[src/rtl/alu_arbiter_if.sv]
// alu_arbiter shared types and requester/arbiter handshake bundle.
// Requesters drive the master side, the arbiter sits on the slave side.
package alu_pkg;
  typedef logic [31:0] word_t;
  typedef logic [3:0]  func_t;

  localparam func_t F_AND = 4'b0000;
  localparam func_t F_OR  = 4'b0001;
  localparam func_t F_ADD = 4'b0010;
  localparam func_t F_SUB = 4'b0110;
  localparam func_t F_SLT = 4'b0111;
  localparam func_t F_NOR = 4'b1100;
endpackage

interface alu_arbiter_if #(
  parameter int NREQ = 2
);
  import alu_pkg::*;

  logic  [NREQ-1:0]        req_valid;
  logic  [NREQ-1:0]        req_ready;
  func_t [NREQ-1:0]        req_func;
  word_t [NREQ-1:0]        req_a;
  word_t [NREQ-1:0]        req_b;
  logic  [NREQ-1:0]        rsp_valid;
  logic  [NREQ-1:0]        rsp_ready;
  word_t                   rsp_result;
  logic                    rsp_zero;

  modport master (
    output req_valid, req_func, req_a, req_b, rsp_ready,
    input  req_ready, rsp_valid, rsp_result, rsp_zero
  );

  modport slave (
    input  req_valid, req_func, req_a, req_b, rsp_ready,
    output req_ready, rsp_valid, rsp_result, rsp_zero
  );
endinterface

[src/rtl/alu_arbiter.sv]
// Round-robin arbiter sharing one registered alu among NREQ requesters.
// Define ALU_ARB_PERF_EN to add saturating per-requester grant counters.
module alu
  import alu_pkg::*;
(
  input  func_t func,
  input  word_t a,
  input  word_t b,
  output word_t result,
  output logic  zero
);
  always_comb begin
    result = '0;
    case (func)
      F_AND:   result = a & b;
      F_OR:    result = a | b;
      F_NOR:   result = ~(a | b);
      F_SLT:   result = {31'b0, a < b};
      F_ADD:   result = a + b;
      F_SUB:   result = a - b;
      default: result = '0;
    endcase
  end

  assign zero = (result == '0);
endmodule

module alu_arbiter
  import alu_pkg::*;
#(
  parameter int NREQ  = 2,
  parameter int CNT_W = 16
) (
  input logic clk,
  input logic rst,
  alu_arbiter_if.slave bus
`ifdef ALU_ARB_PERF_EN
  ,
  input  logic                        perf_clr,
  output logic [NREQ-1:0][CNT_W-1:0]  grant_count
`endif
);
  localparam int IW = $clog2(NREQ);

  typedef enum logic {
    IDLE,
    RESP
  } state_t;

  state_t          state;
  state_t          state_nxt;
  logic [IW-1:0]   owner;
  logic [IW-1:0]   last_grant;
  logic [IW-1:0]   gnt;
  logic            gnt_hit;
  logic            can_accept;
  logic            accept;
  logic            rsp_hs;
  word_t           result_q;
  logic            zero_q;
  word_t           alu_result;
  logic            alu_zero;
  logic [NREQ-1:0] req_ready_d;
  logic [NREQ-1:0] rsp_valid_d;

  // Scan starts just after the last grant, so every requester is
  // reached within NREQ grants.
  always_comb begin
    int idx;
    idx     = 0;
    gnt_hit = 1'b0;
    gnt     = '0;
    for (int k = 1; k <= NREQ; k++) begin
      idx = int'(last_grant) + k;
      if (idx >= NREQ) idx = idx - NREQ;
      if (!gnt_hit && bus.req_valid[idx]) begin
        gnt_hit = 1'b1;
        gnt     = idx[IW-1:0];
      end
    end
  end

  alu u_alu (
    .func   (bus.req_func[gnt]),
    .a      (bus.req_a[gnt]),
    .b      (bus.req_b[gnt]),
    .result (alu_result),
    .zero   (alu_zero)
  );

  assign rsp_hs     = (state == RESP) & bus.rsp_ready[owner];
  assign can_accept = ~rst & ((state == IDLE) | rsp_hs);
  assign accept     = can_accept & gnt_hit;

  always_ff @(posedge clk) begin
    if (rst) state <= IDLE;
    else     state <= state_nxt;
  end

  always_comb begin
    state_nxt = state;
    unique case (state)
      IDLE: if (accept) state_nxt = RESP;
      RESP: if (rsp_hs) state_nxt = accept ? RESP : IDLE;
      default: state_nxt = IDLE;
    endcase
  end

  always_comb begin
    req_ready_d = '0;
    rsp_valid_d = '0;
    if (accept)         req_ready_d[gnt]   = 1'b1;
    if (state == RESP)  rsp_valid_d[owner] = 1'b1;
  end

  assign bus.req_ready  = req_ready_d;
  assign bus.rsp_valid  = rsp_valid_d;
  assign bus.rsp_result = result_q;
  assign bus.rsp_zero   = zero_q;

  always_ff @(posedge clk) begin
    if (rst) begin
      result_q   <= '0;
      zero_q     <= 1'b0;
      owner      <= '0;
      last_grant <= IW'(NREQ - 1);
    end else if (accept) begin
      result_q   <= alu_result;
      zero_q     <= alu_zero;
      owner      <= gnt;
      last_grant <= gnt;
    end
  end

`ifdef ALU_ARB_PERF_EN
  // Clear has priority over a same-cycle grant.
  always_ff @(posedge clk) begin
    if (rst || perf_clr) begin
      grant_count <= '0;
    end else if (accept && (grant_count[gnt] != {CNT_W{1'b1}})) begin
      grant_count[gnt] <= grant_count[gnt] + 1'b1;
    end
  end
`else
  logic unused_cnt_w;
  assign unused_cnt_w = |CNT_W;
`endif
endmodule

[src/flat_wrapper.sv]
// flat-port wrapper written by rule: the top's interface ports become plain ports
module alu_arbiter_flat import alu_pkg::*;
#(
  parameter int NREQ  = 2,
  parameter int CNT_W = 16
)
  (clk, rst, bus_req_valid, bus_req_func, bus_req_a, bus_req_b, bus_rsp_ready, bus_req_ready, bus_rsp_valid, bus_rsp_result, bus_rsp_zero);
  alu_arbiter_if #(.NREQ(NREQ)) bus_i ();
  input logic clk;
  input logic rst;
  input wire logic [$bits(bus_i.req_valid)-1:0] bus_req_valid;
  input wire logic [$bits(bus_i.req_func)-1:0] bus_req_func;
  input wire logic [$bits(bus_i.req_a)-1:0] bus_req_a;
  input wire logic [$bits(bus_i.req_b)-1:0] bus_req_b;
  input wire logic [$bits(bus_i.rsp_ready)-1:0] bus_rsp_ready;
  output wire logic [$bits(bus_i.req_ready)-1:0] bus_req_ready;
  output wire logic [$bits(bus_i.rsp_valid)-1:0] bus_rsp_valid;
  output wire logic [$bits(bus_i.rsp_result)-1:0] bus_rsp_result;
  output wire logic [$bits(bus_i.rsp_zero)-1:0] bus_rsp_zero;
  assign bus_i.req_valid = bus_req_valid;
  assign bus_i.req_func = bus_req_func;
  assign bus_i.req_a = bus_req_a;
  assign bus_i.req_b = bus_req_b;
  assign bus_i.rsp_ready = bus_rsp_ready;
  assign bus_req_ready = bus_i.req_ready;
  assign bus_rsp_valid = bus_i.rsp_valid;
  assign bus_rsp_result = bus_i.rsp_result;
  assign bus_rsp_zero = bus_i.rsp_zero;
  alu_arbiter #(.NREQ(NREQ), .CNT_W(CNT_W)) u_core (.clk(clk), .rst(rst), .bus(bus_i));
endmodule
[config.mk]
export PLATFORM = sky130hd
export DESIGN_NAME = alu_arbiter_flat
export DESIGN_NICKNAME = d
export VERILOG_FILES = /design/src/rtl/alu_arbiter_if.sv /design/src/rtl/alu_arbiter.sv /design/src/flat_wrapper.sv
export SDC_FILE = /design/constraint.sdc
export NUM_CORES = 1
export LEC_CHECK = 0
export CAP_MARGIN = 20
export CORE_MARGIN = 2
export CORE_UTILIZATION = 56
export DETAILED_ROUTE_END_ITERATION = 6
export PLACE_DENSITY = 0.95
export SLEW_MARGIN = 25
export SYNTH_ARGS = -nofsm -noshare
export SYNTH_HDL_FRONTEND = slang
export SYNTH_SLANG_ARGS = --single-unit
[constraint.sdc]
create_clock -name clk -period 12.59 [get_ports clk]
set_input_delay 2.518 -clock clk [delete_from_list [all_inputs] [get_ports clk]]
set_output_delay 2.518 -clock clk [all_outputs]
set_load 0.05 [all_outputs]
## Word-level counts from Yosys, hierarchy flattened

Index checks and enable logic that the tools add are counted.

- Flip-flop bits (word level): 36
- Bits of input ports: 142
- Output and inout bits: 37

- $add $sub $neg: 6
- Order comparisons: 9
- Equality and inequality tests: 5
- Multiplexer cells: 30
- Bitwise operators: 9
- Reductions and logical operators: 6

Operator list:

| operator | count |
|---|---|
| two-way mux 32 bit | 6 |
| one-hot mux 32 bit (6 select lines) | 1 |
| >= comparator 32 x 3 -> 1 bit, second input constant | 2 |
| < comparator 32 x 3 -> 1 bit, second input constant | 2 |
| subtractor 32 x 3 -> 32 bit, second input constant | 2 |
| adder 32 bit | 1 |
| bitwise AND 32 bit | 1 |
| zero test 32 bit | 1 |
| < comparator 32 bit | 1 |
| NOT 32 bit | 1 |
| OR 32 bit | 1 |
| subtractor 32 bit | 1 |
| two-way mux 1 bit | 16 |
| equality test 4 x 3 -> 1 bit, second input constant | 2 |
| two-way mux 4 bit | 2 |
| equality test 4 x 1 -> 1 bit, second input constant | 1 |
| equality test 4 x 2 -> 1 bit, second input constant | 1 |
| equality test 4 bit, second input constant | 1 |
| zero test 4 bit | 1 |
| < comparator 1 x 2 -> 1 bit, second input constant | 2 |
| two-way mux 2 bit | 2 |
| adder 1 x 2 -> 3 bit, second input constant | 1 |
| bitwise AND 1 bit | 3 |
| logical AND 1 bit | 3 |
| other kinds (7) | 10 |

## Depth between registers and ports, before layout

- Word-level depth: 16
- Depth in mapped cells: 24
- Gate-level depth less buffers: 19

## By module

A second synthesis with hierarchy kept.

- Cell total of the unflattened synthesis: 1,084
- Area total of the unflattened synthesis: 8,261.7 um^2

By module, submodules not included:

| module | instances | cells each | area an instance (um^2) |
|---|---|---|---|
| alu | 1 | 883 | 5,865.6 |
| alu_arbiter | 1 | 201 | 2,396.0 |

## Worst setup path after synthesis

Ideal clock, no wire load.

- Kind: input port to flip-flop
- Start point: input bus_req_valid[1]
- End point: register u_core.zero_q (netlist: u_core.bus.rsp_zero)
- Arrival: 7.164 ns
- Data required time: 12.475 ns
- Slack: 5.310 ns
- Cell stages on the path: 24
- Cell sequence: a21bo_2 > buf_6 > buf_6 > clkbuf_1 > clkbuf_1 > buf_1 > nand2_1 > and2_1 > inv_1 > ha_1 > inv_1 > fa_1 > and2b_1 > o2111ai_1 > a21boi_1 > o21ai_0 > a21oi_1 > o211ai_1 > nand2_1 > o211a_1 > or4_1 > nand4_1 > nor4_1 > a31o_1

- Cells in the longest elaborated chain, start to end: 13
- Elaborated cells between the ends (all ways): 33

Ends and longest elaborated chain:

| item | line | text |
|---|---|---|
| from (decl) | flat_wrapper.sv:11 | `input wire logic [$bits(bus_i.req_valid)-1:0] bus_req_valid;` |
| parallel branches: the longest is 13 deep, another holds subtractor 32 bit | -- |  |
| to (signal assigned) | alu_arbiter.sv:129 | `zero_q <= alu_zero;` |
| to (decl) | alu_arbiter.sv:60 | `logic zero_q;` |

Parallel ways; which one is timed is not known. The select of a mux whose other input is x is not followed.
A chain may end at the register's enable or synchronous reset.

## Final worst setup path

Same ends and word-level chain as after synthesis.

==> results.sh <==
export IMPL_status="finished, final reports clean"
export IMPL_crit_arrival_ns=8.40
export IMPL_maxSlewHeadroom=0.404
export IMPL_post_cts_buffers=0
export IMPL_first_global_vias=9074
export IMPL_antenna_cells=0
export IMPL_hold_viol_final=0
export IMPL_ys_ff_latch=36
export IMPL_ys_types=86
export IMPL_vias=9819
export IMPL_pin_count=179
export IMPL_drtPass1Iterations=6
export IMPL_synth_most_common_cell="nand2_1"
export IMPL_setup_violations_final=0
export IMPL_post_route_drc_count=0
export IMPL_cts_resized=0
export IMPL_rsz0062_at_grt="false"
export IMPL_hold_path_class="flop to flop"
export IMPL_die_area_mm2=0.0151
export IMPL_pwr_share_seq=0.153
export IMPL_synth_area_mm2=0.00792
export IMPL_cts_hold_buf=0
export IMPL_yosys_most_used_dff="dfxtp_1"
export IMPL_crit_fanout=54
export IMPL_crit_required_ns=12.82
export IMPL_synthCells=1238
export IMPL_fin_skew_ns=0.00341
export IMPL_die_w_um=123
export IMPL_via_per_inst=6.40
export IMPL_grt_start_max_net_pins=60
export IMPL_drt_iter0_drc=1364
export IMPL_async_flop_share=0
export IMPL_final_setup_tns_ns=0
export IMPL_post_route_period_util=0.649
export IMPL_power_per_cell_area_mw_per_mm2=91.8
export IMPL_dieHeight_um=123
export IMPL_antenna_left=0
export IMPL_maxSlewViolCount=0
export IMPL_yosys_area_top_type="ha_1"
export IMPL_cts_sinks=36
export IMPL_yosysTopAreaCellShare=0.144
export IMPL_numCtsBuffers=5
export IMPL_synth_edff_count=0
export IMPL_cap_viol_max_count=0
export IMPL_routabilityCongestion=1.05
export IMPL_io_buffers=178
export IMPL_p_leak_nw=4.39
export IMPL_antenna_found_initial=0
export IMPL_synth_area_leaders="ha_1 (14%), nand2_1 (11%), dfxtp_1 (9.1%)"
export IMPL_grt_pass1_wl_um=45000
export IMPL_layout_drive_gt1_share=0.0369
export IMPL_core_mm2=0.0138
export IMPL_dp_hpwl_um=21600
export IMPL_rows=43
export IMPL_layout_nets=1588
export IMPL_synth_avg_cell_area_um2=6.40
export IMPL_routed_wirelength_um=28400
export IMPL_power_uw=905
export IMPL_syn_to_final_growth_pct=24.5
export IMPL_intPower_uw=454
export IMPL_worst_pin_slew_ns=0.894
export IMPL_htreeDepth=2
export IMPL_worstSkewPairLatency_ns=0.29
export IMPL_fmax_mhz=122
export IMPL_peakVddDrop_mv=0.0508
export IMPL_critPathLaunchType="input port"
export IMPL_start_util=0.573
export IMPL_grt_usage=0.368
export IMPL_cts_root_buf="clkbuf_16"
export IMPL_power_switching_share=0.498
export IMPL_ys_seq_area_frac=0.0910
export IMPL_synthTopCellsByCount="nand2_1 (242), nor2_1 (141), ha_1 (91)"
export IMPL_tritoncts="built"
export IMPL_path_clk_slew_ns=0.06
export IMPL_grt_ovfl_total=0
export IMPL_whs_ns=0.471
export IMPL_end_kind="flop"
export IMPL_min_period_ns=8.17
export IMPL_synth_nets=1473
export IMPL_ys_warn_count=0
export IMPL_pwr_share_comb=0.689
export IMPL_cts_buffer_depth=2
export IMPL_p_clk_frac=0.159
export IMPL_wl_per_cell_um=18.5
export IMPL_fin_util=0.713
export IMPL_switchingPower_uw=451
export IMPL_crit_type="input port to flop"
[worst max-delay path, cell delays in order]
cell and delay, ns:
clkdlybuf4s50_1 0.50, a21boi_4 0.71, buf_4 0.65, mux2i_1 0.27
ha_1 0.42, or4b_2 0.72, nand4_1 0.15, and3b_2 0.23
o21ai_0 0.17, nand4_1 0.22, a41oi_1 0.30, o21bai_1 0.42
a211oi_1 0.18, o2111ai_1 0.21, nand3_1 0.16, nor4_1 0.36
a31o_1 0.19
[stage by stage]
stage | area [um^2] | std cells | setup WS, ns
floorplan | 7920 | 1238 | 5.31
CTS | 9860 | 1534 | 4.62
global placement | 9690 | 1526 | 4.44
detailed placement | 9690 | 1526 | 4.34
global route | 9860 | 1534 | 4.15
finish | 9860 | 1534 | 4.42
[registers in the layout, indices dropped and copies added (netlist names)]
signal and count:
u_core.owner 1, u_core.last_grant 1, u_core.bus.rsp_zero 1, u_core.state 1, u_core.bus.rsp_result 32
[routing by layer]
layer	part of all wire	GRT usage	up-vias
met2	0.44	0.592	660
met4	0.036	0.134	0
met5	0	0	-
li1	-	-	4625
met3	0.12	0.0729	103
met1	0.40	0.488	4431
[final timing paths]
kind	from	endpoint	slack, ns	cells after the start
worst min register to register	u_core.bus.rsp_result[31]	u_core.bus.rsp_result[31]	0.47	2
worst max-delay path	bus_req_valid[1]	u_core.bus.rsp_zero	4.42	17
worst max register to register	u_core.last_grant	u_core.bus.rsp_zero	6.81	16
worst min-delay path	u_core.bus.rsp_result[31]	u_core.bus.rsp_result[31]	0.47	2
[layout make-up]
type	count	area (um^2)
Inverter	87	327
Clock inverter	2	35.0
Sequential cell	36	721
Multi-Input combinational cell	1035	6570
Clock buffer	6	129
Fill cell	1229	3970
Tap cell	180	225
Timing Repair Buffer	188	1860
[cell usage in the layout (no fill, tap or decap), types with 11 or more instances in the layout]
cell             count
a31oi_1             16
and2_1              32
a211oi_1            26
dfxtp_1             36
a221o_1             17
nor3_1              40
nor2_1             141
nor2b_1             14
a21oi_1             78
inv_1               87
clkdlybuf4s50_1    178
nor4_1              12
mux2i_1             26
ha_1                91
o211ai_1            11
nand3_1             24
nand2_1            242
nand4_1             21
o21ai_0             48
a21o_1              14
[power by group through the flow]
stage | Combinational [mW] | Clock [mW] | Sequential (mW)
2_1_floorplan | 0.378 | 0 | 0.181
6_report | 0.623 | 0.143 | 0.138
4_1_cts | 0.605 | 0.142 | 0.138
5_1_grt | 0.673 | 0.147 | 0.139
3_3_place_gp | 0.594 | 0 | 0.140
3_5_place_dp | 0.602 | 0 | 0.140
[cells by family (layout without fill, tap and decap cells)]
logic type	Yosys count	count (layout)	share of synthesized area
and+or+nand+nor	575	575	0.331
AOI/OAI and AO/OA	325	325	0.291
buffers and inverters	167	283	0.0850
adders and majority gates	93	93	0.149
DFF	36	36	0.0910
muxes	34	34	0.0446
xor gates and xnor gates	8	8	0.00885
Power figures use the tool's default switching activity.
